===== src/rtl/prism_cfg_pkg.sv =====
// prism_cfg_pkg
//   Shared definitions for the PRISM config sequencer: FSM state encoding,
//   downstream loader register addresses, interface widths and the helper
//   that sizes the post-load drain wait.
package prism_cfg_pkg;

  // Loader-side interface widths.
  localparam int unsigned LdDataW  = 32;
  localparam int unsigned LdAddrW  = 6;
  localparam int unsigned RomAddrW = 4;

  // Loader register map: the MSB half goes through the latch register,
  // writing the LSB half through the debug register kicks off the load.
  localparam logic [LdAddrW-1:0] LdAddrLsb = 6'h10;
  localparam logic [LdAddrW-1:0] LdAddrMsb = 6'h14;

  // Sequencer states.
  typedef enum logic [2:0] {
    StIdle     = 3'd0,
    StRomRd    = 3'd1,
    StRomCap   = 3'd2,
    StMsbSetup = 3'd3,
    StMsbWr    = 3'd4,
    StLsbWr    = 3'd5,
    StDrain    = 3'd6
  } state_e;

  // Counter value loaded on entry to the drain wait. The loader walks its
  // latch array twice per load, so the wait scales with the array depth.
  // The drain state runs from this value down to and including 0.
  function automatic int unsigned drain_len(input int unsigned depth);
    return 2 * depth;
  endfunction

endpackage


===== src/rtl/prism_cfg_sequencer.sv =====
// prism_cfg_sequencer
//   Feeds 64-bit configuration words into a downstream latch-array config
//   loader. Words come either from a host handshake or, on a boot request,
//   from BOOT_WORDS consecutive entries of a boot ROM. Each word is written
//   as two 32-bit halves: MSB into the latch register (0x14) with
//   ld_latch_wr, then LSB into the debug register (0x10) with ld_debug_wr,
//   which starts the load. The sequencer then waits for the loader to drain
//   before accepting the next word.
//
// Parameters
//   DEPTH       latch-array depth of the loader (sets the drain wait)
//   WIDTH       config word width, only 64 is supported
//   BOOT_WORDS  ROM words per boot sequence, 1..16
//
// Ports
//   clk          sole clock, rising edge
//   rst          synchronous active-high reset
//   host_valid   host has a word pending
//   host_data    host word
//   host_ready   host word accepted this cycle
//   boot_start   single-cycle boot request (honoured only when idle)
//   rom_rd       ROM read strobe
//   rom_addr     ROM word index
//   rom_data     ROM word, valid the cycle after rom_rd
//   ld_data      loader data
//   ld_address   loader register address
//   ld_latch_wr  MSB latch write strobe
//   ld_debug_wr  LSB write / load-start strobe
//   busy         high whenever not idle
//   boot_done    one-cycle pulse as the last boot word finishes draining
module prism_cfg_sequencer
  import prism_cfg_pkg::*;
#(
  parameter int unsigned DEPTH      = 8,
  parameter int unsigned WIDTH      = 64,
  parameter int unsigned BOOT_WORDS = 8
) (
  input  logic                clk,
  input  logic                rst,
  input  logic                host_valid,
  input  logic [WIDTH-1:0]    host_data,
  output logic                host_ready,
  input  logic                boot_start,
  output logic                rom_rd,
  output logic [RomAddrW-1:0] rom_addr,
  input  logic [WIDTH-1:0]    rom_data,
  output logic [LdDataW-1:0]  ld_data,
  output logic [LdAddrW-1:0]  ld_address,
  output logic                ld_latch_wr,
  output logic                ld_debug_wr,
  output logic                busy,
  output logic                boot_done
);

  localparam int unsigned CntW = $clog2(drain_len(DEPTH) + 1);
  localparam logic [CntW-1:0]     DrainInit = CntW'(drain_len(DEPTH));
  localparam logic [RomAddrW-1:0] LastIdx   = RomAddrW'(BOOT_WORDS - 1);

  state_e              state_q;
  logic [RomAddrW-1:0] index_q;
  logic [CntW-1:0]     cnt_q;
  logic [WIDTH-1:0]    word_q;
  logic                boot_q;

  logic drain_exit;
  logic boot_last;

  assign drain_exit = (state_q == StDrain) && (cnt_q == '0);
  assign boot_last  = boot_q && (index_q == LastIdx);

  // Sequencer FSM with its datapath registers.
  always_ff @(posedge clk) begin
    if (rst) begin
      state_q <= StIdle;
      index_q <= '0;
      cnt_q   <= '0;
      word_q  <= '0;
      boot_q  <= 1'b0;
    end else begin
      unique case (state_q)
        StIdle: begin
          // Boot wins over a pending host word; the host simply waits.
          if (boot_start) begin
            index_q <= '0;
            boot_q  <= 1'b1;
            state_q <= StRomRd;
          end else if (host_valid) begin
            word_q  <= host_data;
            boot_q  <= 1'b0;
            state_q <= StMsbSetup;
          end
        end
        StRomRd: begin
          state_q <= StRomCap;
        end
        StRomCap: begin
          word_q  <= rom_data;
          state_q <= StMsbSetup;
        end
        StMsbSetup: begin
          state_q <= StMsbWr;
        end
        StMsbWr: begin
          state_q <= StLsbWr;
        end
        StLsbWr: begin
          cnt_q   <= DrainInit;
          state_q <= StDrain;
        end
        StDrain: begin
          if (cnt_q != '0) begin
            cnt_q <= cnt_q - CntW'(1);
          end else if (boot_q && !boot_last) begin
            index_q <= index_q + RomAddrW'(1);
            state_q <= StRomRd;
          end else begin
            boot_q  <= 1'b0;
            state_q <= StIdle;
          end
        end
        default: begin
          state_q <= StIdle;
        end
      endcase
    end
  end

  // Outputs decode from registered state only, apart from the host handshake
  // which must answer in the cycle the word is offered. Everything is held
  // low while rst is asserted so an abort never emits a late strobe.
  always_comb begin
    host_ready  = 1'b0;
    rom_rd      = 1'b0;
    rom_addr    = '0;
    ld_data     = '0;
    ld_address  = '0;
    ld_latch_wr = 1'b0;
    ld_debug_wr = 1'b0;
    busy        = 1'b0;
    boot_done   = 1'b0;

    if (!rst) begin
      busy = (state_q != StIdle);
      unique case (state_q)
        StIdle: begin
          host_ready = host_valid && !boot_start;
        end
        StRomRd: begin
          rom_rd   = 1'b1;
          rom_addr = index_q;
        end
        StMsbSetup: begin
          ld_address = LdAddrMsb;
          ld_data    = word_q[WIDTH-1:WIDTH-LdDataW];
        end
        StMsbWr: begin
          ld_address  = LdAddrMsb;
          ld_data     = word_q[WIDTH-1:WIDTH-LdDataW];
          ld_latch_wr = 1'b1;
        end
        StLsbWr: begin
          ld_address  = LdAddrLsb;
          ld_data     = word_q[LdDataW-1:0];
          ld_debug_wr = 1'b1;
        end
        StDrain: begin
          boot_done = drain_exit && boot_last;
        end
        default: begin
        end
      endcase
    end
  end

endmodule

===== config.mk =====
export PLATFORM = sky130hd
export DESIGN_NAME = prism_cfg_sequencer
export DESIGN_NICKNAME = d
export VERILOG_FILES = /design/src/rtl/prism_cfg_pkg.sv /design/src/rtl/prism_cfg_sequencer.sv
export SDC_FILE = /design/constraint.sdc
export NUM_CORES = 1
export LEC_CHECK = 0
export BUFFER_PORTS_ARGS = -buffer_cell sky130_fd_sc_hd__buf_4
export CAP_MARGIN = 15
export CORE_MARGIN = 8
export CORE_UTILIZATION = 35
export DETAILED_ROUTE_END_ITERATION = 12
export GPL_ROUTABILITY_DRIVEN = 1
export GPL_TIMING_DRIVEN = 0
export PLACE_DENSITY = 0.63
export SLEW_MARGIN = 20
export SYNTH_ARGS = -nofsm -noshare
export SYNTH_HDL_FRONTEND = slang
export SYNTH_SLANG_ARGS = --single-unit

===== constraint.sdc =====
create_clock -name clk -period 1.65 [get_ports clk]
set_input_delay 0.0825 -clock clk [delete_from_list [all_inputs] [get_ports clk]]
set_output_delay 0.0825 -clock clk [all_outputs]
set_load 0.02 [all_outputs]

# After elaboration in Yosys (flattened, before gate mapping)
# Cells that the tools add are included.
[word_totals]
regBits = 77
output_inout_bits = 48
inputBits = 132
wordCells = 78
[classes]
n_addsub = 2
n_eq_ne = 15
mux = 36
n_reduce_logical = 20
[op_table]
columns = ["operator", "n"]
rows = [
  ["$mux W64", 2],
  ["$pmux W64 S2", 1],
  ["$pmux W32 S2", 1],
  ["$mux W32", 1],
  ["$pmux W3 S7", 1],
  ["$mux W4", 5],
  ["$pmux W5 S2", 2],
  ["$mux W1", 16],
  ["$mux W5", 2],
  ["$ne A2 B2 Y1 const B", 5],
  ["$eq A3 B3 Y1 const B", 3],
  ["$mux W3", 3],
  ["$pmux W4 S2", 1],
  ["$reduce_and A4 Y1", 2],
  ["$eq A3 B2 Y1 const B", 2],
  ["$reduce_bool A2 Y1", 3],
  ["$logic_and A1 B1 Y1", 5],
  ["$logic_not A5 Y1", 1],
  ["$reduce_bool A5 Y1", 1],
  ["$sub A5 B1 Y5 const B", 1],
  ["$add A4 B1 Y4 const B", 1],
  ["$eq A4 B3 Y1 const B", 1],
  ["$ne A2 B1 Y1 const B", 2],
  ["$reduce_and A2 Y1", 2],
  ["8 further kinds", 9],
]

# Longest topological paths before layout
# Gate-level depths: netlist of run 1.
[depth]
word_depth = 7
depth_mapped = 6
mapped_depth_nobuf = 6

# Worst setup path before layout of run 1
# No wires, ideal clock.
[synth_path]
path_type = "reg-to-output"
startpoint = "reg state_q[0]"
endpoint = "out ld_data[22]"
n_path_buf = 2
arrival_ns = 1.462
setup_slack_ns = 0.105
t_required_ns = 1.567
path_stages_with_launch = 7
cell_sequence = "dfxtp_1 > buf_2 > nand2b_1 > o22a_1 > nor2_2 > buf_2 > a22o_1"
[synth_between]
elab_chain_len = 4
elab_cells_between_ends = 6
cone_classes = "3 x eq/ne; 2 x mux; 1 x reduce/logical"
[synth_rtl]
columns = ["element", "line", "source"]
rows = [
  ["start, declared", "prism_cfg_sequencer.sv:59", "state_e state_q;"],
  ["start signal, assigned", "prism_cfg_sequencer.sv:74", "state_q <= StIdle;"],
  ["start signal, assigned", "prism_cfg_sequencer.sv:86", "state_q <= StRomRd;"],
  ["start signal, assigned", "prism_cfg_sequencer.sv:90", "state_q <= StMsbSetup;"],
  ["$eq A3 B3 Y1 or $eq A3 B2 Y1 (tied branches)", "prism_cfg_sequencer.sv:144", "unique case (state_q)"],
  ["$reduce_or A2 Y1 (no line)", "n/a", ""],
  ["$pmux W32 S2 (*)", "prism_cfg_sequencer.sv:144", ""],
  ["$mux W32 (*)", "prism_cfg_sequencer.sv:142", "if (!rst) begin"],
  ["end, declared", "prism_cfg_sequencer.sv:47", "output logic [LdDataW-1:0] ld_data,"],
]
# Every way passes the cells marked *; elsewhere a longest branch is shown, timed or not.

# Worst setup path in the final report of run 1
[layout_path]
startpoint = "reg state_q[2]"
endpoint = "out ld_data[12]"
# The elaborated chain is that of the path after synthesis.

==> results of run 1 <==
==> per-stage QoR <==
stage / hold slack [ns] / worst slack, ns / power [mW] / std cells / cell area (µm²)
final: 0.09464 / -0.2021 / 6.614 / 853 / 7477
after global routing: 0.1061 / -0.2444 / 6.887 / 853 / 7477
after CTS: 0.08678 / -0.1870 / 6.086 / 821 / 6661
after detailed placement: 0.4354 / -0.4059 / 3.816 / 789 / 5917
after global placement: 0.4229 / -0.4024 / 3.767 / 789 / 5917
after floorplan: 0.2846 / 0.1050 / 3.278 / 443 / 4395
==> cell type report <==
cell class,instances,area [µm²],share of cell area
flip-flops and latches,77,1553,0.2077
multi-input cells,315,2678,0.3581
repair buffers,223,2121,0.2836
well taps,172,215.2,0.02878
inverters,6,22.52,0.003012
clock buffers,11,242.7,0.03246
plain buffers,44,561.8,0.07513
clock inverters,5,83.83,0.01121
==> sequential cells by signal, indices dropped and copies added, names as in the netlist <==
register	flops
state_q	3
index_q	4
boot_q	1
cnt_q	5
word_q	64
==> worst reg2reg max path, cell delays in order, from the launching register on <==
cell and delay (ns):
dfxtp_4 0.37, buf_6 0.13, buf_4 0.14, buf_12 0.12, a211oi_4 0.29, buf_4 0.19, clkbuf_16 0.14, buf_8 0.12
nor2_1 0.05, a211oi_2 0.18
==> path summary, 6_finish.rpt <==
| kind | from | endpoint | slack (ns) | depth (start not counted) |
|---|---|---|---|---|
| worst max register to register | state_q[2]$_SDFFE_PP0P_ | word_q[61]$_SDFFE_PP0P_ | -0.17 | 9 |
| worst max-delay path | state_q[2]$_SDFFE_PP0P_ | ld_data[12] | -0.20 | 7 |
| worst min-delay path | boot_start | index_q[1]$_SDFFE_PP0P_ | 0.09 | 4 |
| worst min register to register | word_q[3]$_SDFFE_PP0P_ | word_q[3]$_SDFFE_PP0P_ | 0.51 | 2 |
==> power by group through the flow <==
| stage | Clock (mW) | Sequential, mW | Combinational, mW |
|---|---|---|---|
| after floorplan | 0 | 2.21 | 1.07 |
| after global placement | 0 | 2.24 | 1.53 |
| after global routing | 2.29 | 2.25 | 2.34 |
| after CTS | 2.20 | 2.21 | 1.68 |
| final | 2.18 | 2.23 | 2.21 |
| after detailed placement | 0 | 2.24 | 1.57 |
==> synthesized netlist by cell type (2+ instances only) <==
| cell type | number |
|---|---|
| clkbuf_1 | 11 |
| a22o_1 | 32 |
| a31oi_1 | 2 |
| mux2i_1 | 64 |
| xor2_1 | 2 |
| inv_1 | 5 |
| and3_1 | 2 |
| nor3b_1 | 2 |
| ha_1 | 2 |
| a21oi_1 | 8 |
| and3b_1 | 2 |
| or4b_1 | 2 |
| nand2_1 | 9 |
| o22ai_1 | 2 |
| a211oi_1 | 4 |
| buf_12 | 6 |
| buf_2 | 22 |
| o21ai_0 | 5 |
| nor4_1 | 2 |
| nand2b_1 | 3 |
| nor2_1 | 76 |
| nand3_1 | 4 |
| buf_4 | 4 |
| and2_1 | 5 |
| a211oi_2 | 61 |
| dfxtp_1 | 77 |
| a41oi_1 | 2 |
| nor3_1 | 6 |
==> timing repair <==
item	4_1_cts	5_1_grt
pin swaps	7	46
resized for setup	86	90
setup endpoints to repair	101	101
setup buffers	15	17
endpoints found under the hold margin	0	0
gates cloned	2	15
==> logic make-up (layout without fill, tap and decap cells) <==
group / Yosys count / after routing / synth area share
and+or+nand+nor: 120 / 120 / 0.1318
buffers and inverters: 51 / 289 / 0.07734
DFF: 77 / 77 / 0.3516
xor gates and xnor gates: 3 / 3 / 0.005994
adders and majority gates: 2 / 2 / 0.005707
other: 1 / 4 / 0.0008553
AOI/OAI and AO/OA: 122 / 122 / 0.2805
muxes: 64 / 64 / 0.1461
==> layer usage <==
metal,track usage,part of all wire
met1,0.2017,0.43
met3,0.04035,0.058
met5,0,0
met2,0.3161,0.51
met4,0.04126,0.0060
==> flow_summary.json, run 1 <==
{
  "status": "finished, violations left",
  "violations": "negative setup slack",
  "syn_area_per_cell_um2": 9.964,
  "fin_ws_ns": -0.2021,
  "ios": 180,
  "cts_made_buffers": 9,
  "grt_max_degree": 14,
  "drtIter0Drc": 141,
  "ys_seq_area_frac": 0.3516,
  "crit_family": "buffers and inverters",
  "hold_buffers": 0,
  "place_congestion": 0.8472,
  "switching_power_mw": 1.945,
  "final_cell_mix": "buf_4, dfxtp_1, mux2i_1, a211oi_2, nor2_1",
  "start_util": 0.3532,
  "nets": 810,
  "setup_tns_ns": -13.09,
  "dr.pass1.iters": 4,
  "worst_ep_required_time_ns": 1.57,
  "synth_edf_count": 0,
  "ys.warnings.count": 0,
  "fp-row-count": 41,
  "yosys.cell_types.count": 46,
  "antenna_found_initial": 0,
  "area_growth_pct": 70.55,
  "antenna_cells": 0,
  "path_common_cell": "buf_6",
  "via_per_inst": 5.001,
  "portBuffers": 174,
  "worstPathArrival_ns": 1.77,
  "wl_mm": 15.77,
  "die_w_um": 127.9,
  "wl_per_cell_um": 18.48,
  "drcViolationCount": 0,
  "critPathKind": "reg -> out",
  "cts.htree.levels": 3,
  "layout_commonest_cell": "buf_4",
  "synth_top_flop_cell": "dfxtp_1",
  "fmax_mhz": 539.9,
  "p_sw_frac": 0.2941,
  "hpwl_mm": 10.87,
  "grt_first_pass_wirelength_mm": 23.03,
  "combPwrFrac": 0.334,
  "synth_top_area_cell": "dfxtp_1",
  "yosys-top-cells-area": "dfxtp_1, a211oi_2, mux2i_1",
  "drive_gt1_frac": 0.5683,
  "start_kind": "flop",
  "clk_latency_ns": 0.33,
  "fill_cells": 1029,
  "synth_top_area_frac": 0.3516,
  "grt_use_total": 0.1743,
  "syn-instance-count": 440,
  "setup_viol_count_final": 103,
  "p_per_area_nw_per_um2": 884.6,
  "route.vias.total": 4266,
  "final_util": 0.6023,
  "drv_slew": 0,
  "peakVddDrop_uv": 595.7,
  "p_clk_frac": 0.329,
  "cap_violations": 0,
  "worstHoldPathType": "in -> reg",
  "ys_ff_latch": 77,
  "clk_pin_slew_ns": 0.06,
  "antenna_left": 0,
  "fin_crit_ns": 1.852,
  "cts.path.max_buffers": 2,
  "cp_cell_sequence": "buf_6, o22a_1, nor2_4, buf_12, clkbuf_16, a22o_1, buf_6",
  "cp_slowest_cell": "dfxtp_4",
  "synth.cell_area_um2": 4384,
  "cts_tree": "built",
  "fin_skew_ns": 0.008696,
  "cpPeakStageDelay_ns": 0.37,
  "numClockSinks": 77,
  "overflow": 0,
  "worst-path-buf-inv": 4,
  "fin_crit_sh": 1.122,
  "tightestPinTransition_ns": 0.8073,
  "worstSetupEndpointType": "primary output",
  "rsz0062_at_grt": "yes",
  "grt_pass1_vias": 4631,
  "p_leak_nw": 3.072,
  "seq_power_share": 0.337,
  "critPathMaxFanout": 6,
  "die_area_um2": 16360,
  "core_um2": 12410,
  "ys_async_sr_fraction": 0,
  "slew_headroom": 0.4618,
  "clockRootBuffer": "clkbuf_16",
  "hold_viol": 0,
  "die_h_um": 127.9,
  "p_int_mw": 4.669
}
(Power assumes the default switching activity.)
==> inputs of run 2 (changes only) <==
Settings changed: ABC_AREA set to 1, SETUP_SLACK_MARGIN set to 0.4.
Clock period 1.65 ns to 2.2 ns, I/O delays scaled along.
==> run 2 against run 1 <==
  * The run now ends clean
  * Flip-flop and latch count is the same
  * Routed wire length down 1.5%
  * Clock-buffer cell count unchanged
  * Sequential power fell by 23%
  * Clock power is 13% lower
  * Sequential share of layout area is 2.3 points higher
  * Critical path type unchanged
  * Largest cell class is now multi-input combinational cells
==> flow_summary.json, run 2 <==
{
  "critPathMaxFanout": 10,
  "via_per_inst": 4.422,
  "fp-row-count": 41,
  "dr.pass1.iters": 4,
  "fin_skew_ns": 0.008310,
  "synth_fa_ha_area_frac": 0.005563,
  "synth_xor_area_frac": 0.001947,
  "slew_headroom": 0.6224,
  "synth_top_area_frac": 0.3427,
  "grt_first_pass_wirelength_mm": 24.11,
  "hold_depth": 5,
  "synth_top_flop_cell": "dfxtp_1",
  "place_congestion": 0.8406,
  "setup_viol_count_final": 0,
  "min_from": "host_data[5]",
  "grt_pass1_vias": 4935,
  "drtIter0Drc": 255,
  "tightestPinTransition_ns": 0.5664,
  "ys_ff_latch": 77,
  "seq_power_share": 0.328,
  "worst_ep_required_time_ns": 2.09,
  "r2r_end": "word_q[10]$_SDFFE_PP0P_",
  "wl_per_cell_um": 13.42,
  "clk_latency_ns": 0.34,
  "yosys.cell_types.count": 25,
  "switching_power_mw": 1.682,
  "portBuffers": 174,
  "fmax_mhz": 570.4,
  "final_cell_mix": "nand2_1, buf_4, nor2_1",
  "cts_made_buffers": 9,
  "peakVddDrop_uv": 463.1,
  "core_um2": 12570,
  "antenna_found_initial": 0,
  "synth.cell_area_um2": 4498,
  "cap_violations": 0,
  "synth-compound-area-share": 0.1318,
  "ys.warnings.count": 0,
  "drive_gt1_frac": 0.2718,
  "p_int_mw": 3.569,
  "rr_worst_depth": 7,
  "antenna_cells": 0,
  "wl_mm": 15.54,
  "hold_viol": 0,
  "layout_commonest_cell": "nand2_1",
  "overflow": 0,
  "grt_max_degree": 14,
  "synth_edf_count": 0,
  "synth_most_common_cell": "nand2_1",
  "numClockSinks": 77,
  "drcViolationCount": 0,
  "hold_end": "word_q[5]$_SDFFE_PP0P_",
  "instances_no_fill": 1158,
  "drv_slew": 0,
  "r2r_start": "state_q[2]$_SDFFE_PP0P_",
  "largest_reg_flops": 64,
  "fin_crit_ns": 1.753,
  "hpwl_mm": 11.75,
  "die_w_um": 129.4,
  "rsz0062_at_grt": "yes",
  "synth_common_cells": "nand2_1, nor2_1, inv_1",
  "syn_area_per_cell_um2": 5.708,
  "route.vias.total": 5121,
  "yosys-top-cells-area": "dfxtp_1, nand2_1, nor2_1",
  "status": "finished clean",
  "hold_buffers": 0,
  "reg_top3": "word_q: 64 flops, cnt_q: 5 flops, index_q: 4 flops",
  "antenna_left": 0,
  "start_util": 0.3579,
  "worstSetupEndpointType": "primary output",
  "setup_tns_ns": 0,
  "synth_top_area_cell": "dfxtp_1",
  "clockRootBuffer": "clkbuf_16",
  "area_growth_pct": 49.37,
  "p_per_area_nw_per_um2": 781.5,
  "synth_mux_area_frac": 0,
  "p_leak_nw": 3.787,
  "cts.path.max_buffers": 2,
  "syn-instance-count": 788,
  "start_kind": "flop",
  "grt_use_total": 0.1837,
  "worstHoldPathType": "in -> reg",
  "ys_async_sr_fraction": 0,
  "placedCellCount": 1137,
  "clk_pin_slew_ns": 0.06,
  "reg2reg_slack_ns": 0.52,
  "critPathKind": "reg -> out",
  "cts.htree.levels": 3,
  "nets": 1115,
  "ios": 180,
  "die_area_um2": 16740,
  "fin_crit_sh": 0.7970,
  "p_clk_frac": 0.362,
  "worstPathArrival_ns": 1.64,
  "top_register": "word_q",
  "fill_cells": 1334,
  "synth-simple-area-share": 0.3433,
  "combPwrFrac": 0.310,
  "ys_seq_area_frac": 0.3427,
  "cts_tree": "built",
  "synth_top_family_by_area": "simple AND/OR/NAND/NOR gates",
  "die_h_um": 129.4,
  "p_sw_frac": 0.3204
}
run 2: changes by cell type in the layout (fill, tap and decap cells not counted), moves of 18 or more:
| cell | before | now |
|---|---|---|
| nor2_1 | 54 | 149 |
| nand2_1 | 8 | 222 |
| buf_12 | 19 | 1 |
| a22o_1 | 32 | 0 |
| o21ai_0 | 4 | 64 |
| nor2_2 | 21 | 1 |
| a211oi_2 | 61 | 0 |
| buf_6 | 40 | 3 |
| inv_1 | 5 | 143 |
| mux2i_1 | 61 | 0 |
run 2: cells by family after synthesis:
group | after synthesis
fa+ha+maj | 2
flops | 77
compound gates | 109
buf+inv | 196
other cells | 1
simple gates | 402
xor+xnor | 1
run 2: worst max path at each step:
stage	from	end	slack, ns	depth (start not counted)
global placement	rst	ld_data[15]	0.20	6
detailed placement	rst	ld_data[15]	0.23	6
floorplan	state_q[0]$_SDFFE_PP0P_	ld_data[23]	0.43	5
CTS	state_q[1]$_SDFFE_PP0P_	ld_data[14]	0.40	7
global route	state_q[1]$_SDFFE_PP0P_	ld_data[18]	0.38	7
finish	state_q[1]$_SDFFE_PP0P_	ld_data[12]	0.45	7
run 2: stage by stage:
step	setup slack (ns)	hold WS (ns)	area [µm²]	util	total power, mW
2_1_floorplan	0.4281	0.3475	4509	-	2.757
3_3_place_gp	0.2032	0.4459	6031	0.4798	3.270
3_5_place_dp	0.2255	0.4491	6031	0.4798	3.277
4_1_cts	0.4002	0.1010	6536	0.5201	5.204
5_1_grt	0.3811	0.1290	6719	0.5346	5.594
6_report	0.4467	0.1065	6719	0.5346	5.251
run 2: metal layers:
metal / wire, µm / global-route usage / vias up
met3: 1380 / 0.06779 / 11
met2: 7424 / 0.3116 / 140
li1: - / - / 2736
met5: 0 / 0 / -
met4: 125 / 0.04699 / 0
met1: 6605 / 0.2136 / 2234
run 2: worst max-delay path, stage by stage (launching register included):
cell and delay [ns]:
dfxtp_2 0.35, inv_2 0.09, nand3_4 0.10, nor2_4 0.15
inv_4 0.08, clkbuf_8 0.18, o22ai_1 0.18, buf_4 0.17
run 2: power by group through the flow:
stage | Combinational (mW) | Sequential [mW] | Clock [mW]
floorplan | 1.03 | 1.73 | 0
global placement | 1.53 | 1.74 | 0
detailed placement | 1.53 | 1.75 | 0
CTS | 1.57 | 1.72 | 1.92
global route | 1.87 | 1.75 | 1.98
finish | 1.63 | 1.72 | 1.90
run 2: area by class of cell:
class	count	area [µm²]	share of cell area
flip-flops and latches	77	1550	0.2307
multi-input cells	518	2340	0.3482
well taps	172	215.2	0.03203
clock inverters	5	128.9	0.01918
inverters	150	565.5	0.08417
clock buffers	11	252.7	0.03762
repair buffers	179	1349	0.2007
plain buffers	46	317.8	0.04730
run 2: timing repair:
item	in CTS	in global routing
pin swaps	1	1
setup endpoints to repair	69	94
gates cloned	0	1
resized for setup	35	48
setup buffers	1	3
==> inputs of run 3 (changes only) <==
Settings changed: PLACE_DENSITY 0.63 to 0.65.
Clock period 2.2 ns to 1.5 ns, I/O delays scaled along.
==> run 3 against run 2 <==
  * The flow now finishes with violations (negative setup slack)
  * Clock power is 23% higher
  * Setup slack lost 0.70 ns
  * Critical path depth grew 5
  * Global-route usage up 1.5 points
  * First-iteration DRC count is 18% lower
  * Sequential power up 48%
  * Final area up 22%
  * Largest cell class unchanged
==> flow_summary.json, run 3 (synthesized netlist as in run 2, its figures left out) <==
{
  "p_clk_frac": 0.273,
  "drtIter0Drc": 208,
  "status": "finished, violations left",
  "worst_ep_required_time_ns": 1.73,
  "p_per_area_nw_per_um2": 1046,
  "grt_pass1_vias": 5308,
  "place_congestion": 0.8116,
  "fin_crit_ns": 1.755,
  "nets": 1158,
  "setup_viol_count_final": 109,
  "hpwl_mm": 11.67,
  "core_um2": 12570,
  "grt_use_total": 0.1989,
  "antenna_left": 0,
  "numClockSinks": 77,
  "drv_slew": 0,
  "cpPeakStageDelay_ns": 0.38,
  "die_w_um": 129.4,
  "clk_latency_ns": 0.33,
  "final_cell_mix": "nand2_1, buf_4, inv_1",
  "hold_viol": 0,
  "cp_slowest_cell": "dfxtp_4",
  "post-route-cell-area_um2": 8187,
  "cp_cell_sequence": "inv_2, nand2_2, nor2_4, nand2_2, nand2_2, o21ai_4, buf_6, buf_12, buf_4, buf_12, nor2_1, nor2_1",
  "start_util": 0.3579,
  "cts.htree.levels": 3,
  "wl_mm": 17.33,
  "crit_family": "buffers and inverters",
  "clockRootBuffer": "clkbuf_16",
  "drive_gt1_frac": 0.3829,
  "r2r_start": "state_q[0]$_SDFFE_PP0P_",
  "dr.pass1.iters": 4,
  "grt_max_degree": 13,
  "worstHoldPathType": "in -> reg",
  "timing.critical_path.from": "state_q[0]$_SDFFE_PP0P_",
  "peakVddDrop_uv": 559.2,
  "layout_commonest_cell": "nand2_1",
  "rsz0062_at_grt": "yes",
  "antenna_found_initial": 0,
  "antenna_cells": 0,
  "grt_first_pass_wirelength_mm": 26.41,
  "critPathKind": "reg -> reg",
  "worst-path-buf-inv": 5,
  "seq_power_share": 0.297,
  "cap_violations": 0,
  "cts_tree": "built",
  "reg_top3": "word_q: 64 flops, cnt_q: 5 flops, index_q: 4 flops",
  "combPwrFrac": 0.430,
  "total_power_mw": 8.563,
  "reg2reg_slack_ns": -0.26,
  "p_int_mw": 5.602,
  "fp-row-count": 41,
  "ios": 180,
  "cts.path.max_buffers": 2,
  "die_h_um": 129.4,
  "wl_per_cell_um": 14.43,
  "start_kind": "flop",
  "route.vias.total": 5463,
  "overflow": 0,
  "slew_headroom": 0.6188,
  "die_area_um2": 16740,
  "fin_ws_ns": -0.2552,
  "fin_crit_sh": 1.170,
  "area_growth_pct": 82.00,
  "tightestPinTransition_ns": 0.5717,
  "critPathMaxFanout": 10,
  "drcViolationCount": 0,
  "p_leak_nw": 4.225,
  "portBuffers": 174,
  "largest_reg_flops": 64,
  "clk_pin_slew_ns": 0.06,
  "worstSetupEndpointType": "flop",
  "p_sw_frac": 0.3458,
  "dpl_cell_area_um2": 6641,
  "violations": "negative setup slack",
  "path_common_cell": "nand2_2",
  "fin_skew_ns": 0.003944,
  "top_register": "word_q",
  "switching_power_mw": 2.961,
  "worstPathArrival_ns": 1.98,
  "cts_made_buffers": 9,
  "min_from": "host_data[15]",
  "via_per_inst": 4.549,
  "fmax_mhz": 569.7,
  "setup_tns_ns": -17.02
}
## run 3: cell types whose count changed in the layout (fill, tap and decap cells not counted), sizes merged
cell    change
buf        +44
bufinv      -3
clkinv      +2
clkbuf      -1
nand2       +1
## run 3: path summary, 6_finish.rpt
kind | to | cells after the start
setup reg to reg | word_q[43]$_SDFFE_PP0P_ | 12
setup / recovery | word_q[43]$_SDFFE_PP0P_ | 12
hold reg to reg | index_q[3]$_SDFFE_PP0P_ | 2
hold / removal | word_q[15]$_SDFFE_PP0P_ | 5
## run 3: routing by layer
layer | track usage | part of all wire
met1 | 0.2364 | 0.43
met2 | 0.3438 | 0.48
met3 | 0.05546 | 0.072
met4 | 0.05252 | 0.017
met5 | 0 | 0
## run 3: worst reg2reg max path, stage by stage, from the launching register on
cell and delay, ns:
dfxtp_4 0.38, inv_2 0.09, nand2_2 0.07, nor2_4 0.14, nand2_2 0.08, nand2_2 0.09
o21ai_4 0.10, buf_6 0.14, buf_12 0.14, buf_4 0.14, buf_12 0.14, nor2_1 0.09
nor2_1 0.05
## run 3: timing repair
item,4_1_cts,5_1_grt
cloned,16,0
gates resized for setup,146,67
hold buffers,0,0
setup endpoints to repair,121,121
setup buffers,19,13
hold endpoints to repair,0,0
pin swaps,15,9
## run 3: power groups by stage
| stage | Sequential [mW] | Clock, mW | Combinational (mW) |
|---|---|---|---|
| 2_1_floorplan | 2.54 | 0 | 1.83 |
| 3_3_place_gp | 2.55 | 0 | 2.58 |
| 3_5_place_dp | 2.56 | 0 | 2.59 |
| 4_1_cts | 2.53 | 2.35 | 3.40 |
| 5_1_grt | 2.57 | 2.45 | 4.05 |
| 6_report | 2.54 | 2.34 | 3.68 |
## run 3: stage by stage
stage | worst slack [ns] | hold WS [ns] | utilization | instances
6_report | -0.2552 | 0.07389 | 0.6514 | 1201
5_1_grt | -0.3400 | 0.08179 | 0.6514 | 1201
4_1_cts | -0.1809 | 0.06575 | 0.6280 | 1188
3_5_place_dp | -0.2667 | 0.4151 | 0.5284 | 1137
3_3_place_gp | -0.3293 | 0.4132 | 0.5284 | 1137
2_1_floorplan | 0.1845 | 0.2946 | - | 791
## run 3: layout make-up
type / count / area (µm²)
plain buffers: 46 / 536.8
clock buffers: 13 / 281.5
clock inverters: 3 / 40.04
fillers: 1141 / 4382
inverters: 150 / 575.6
multi-input cells: 519 / 2898
flip-flops and latches: 77 / 1556
well taps: 172 / 215.2
repair buffers: 220 / 2077
repair inverters: 1 / 6.256
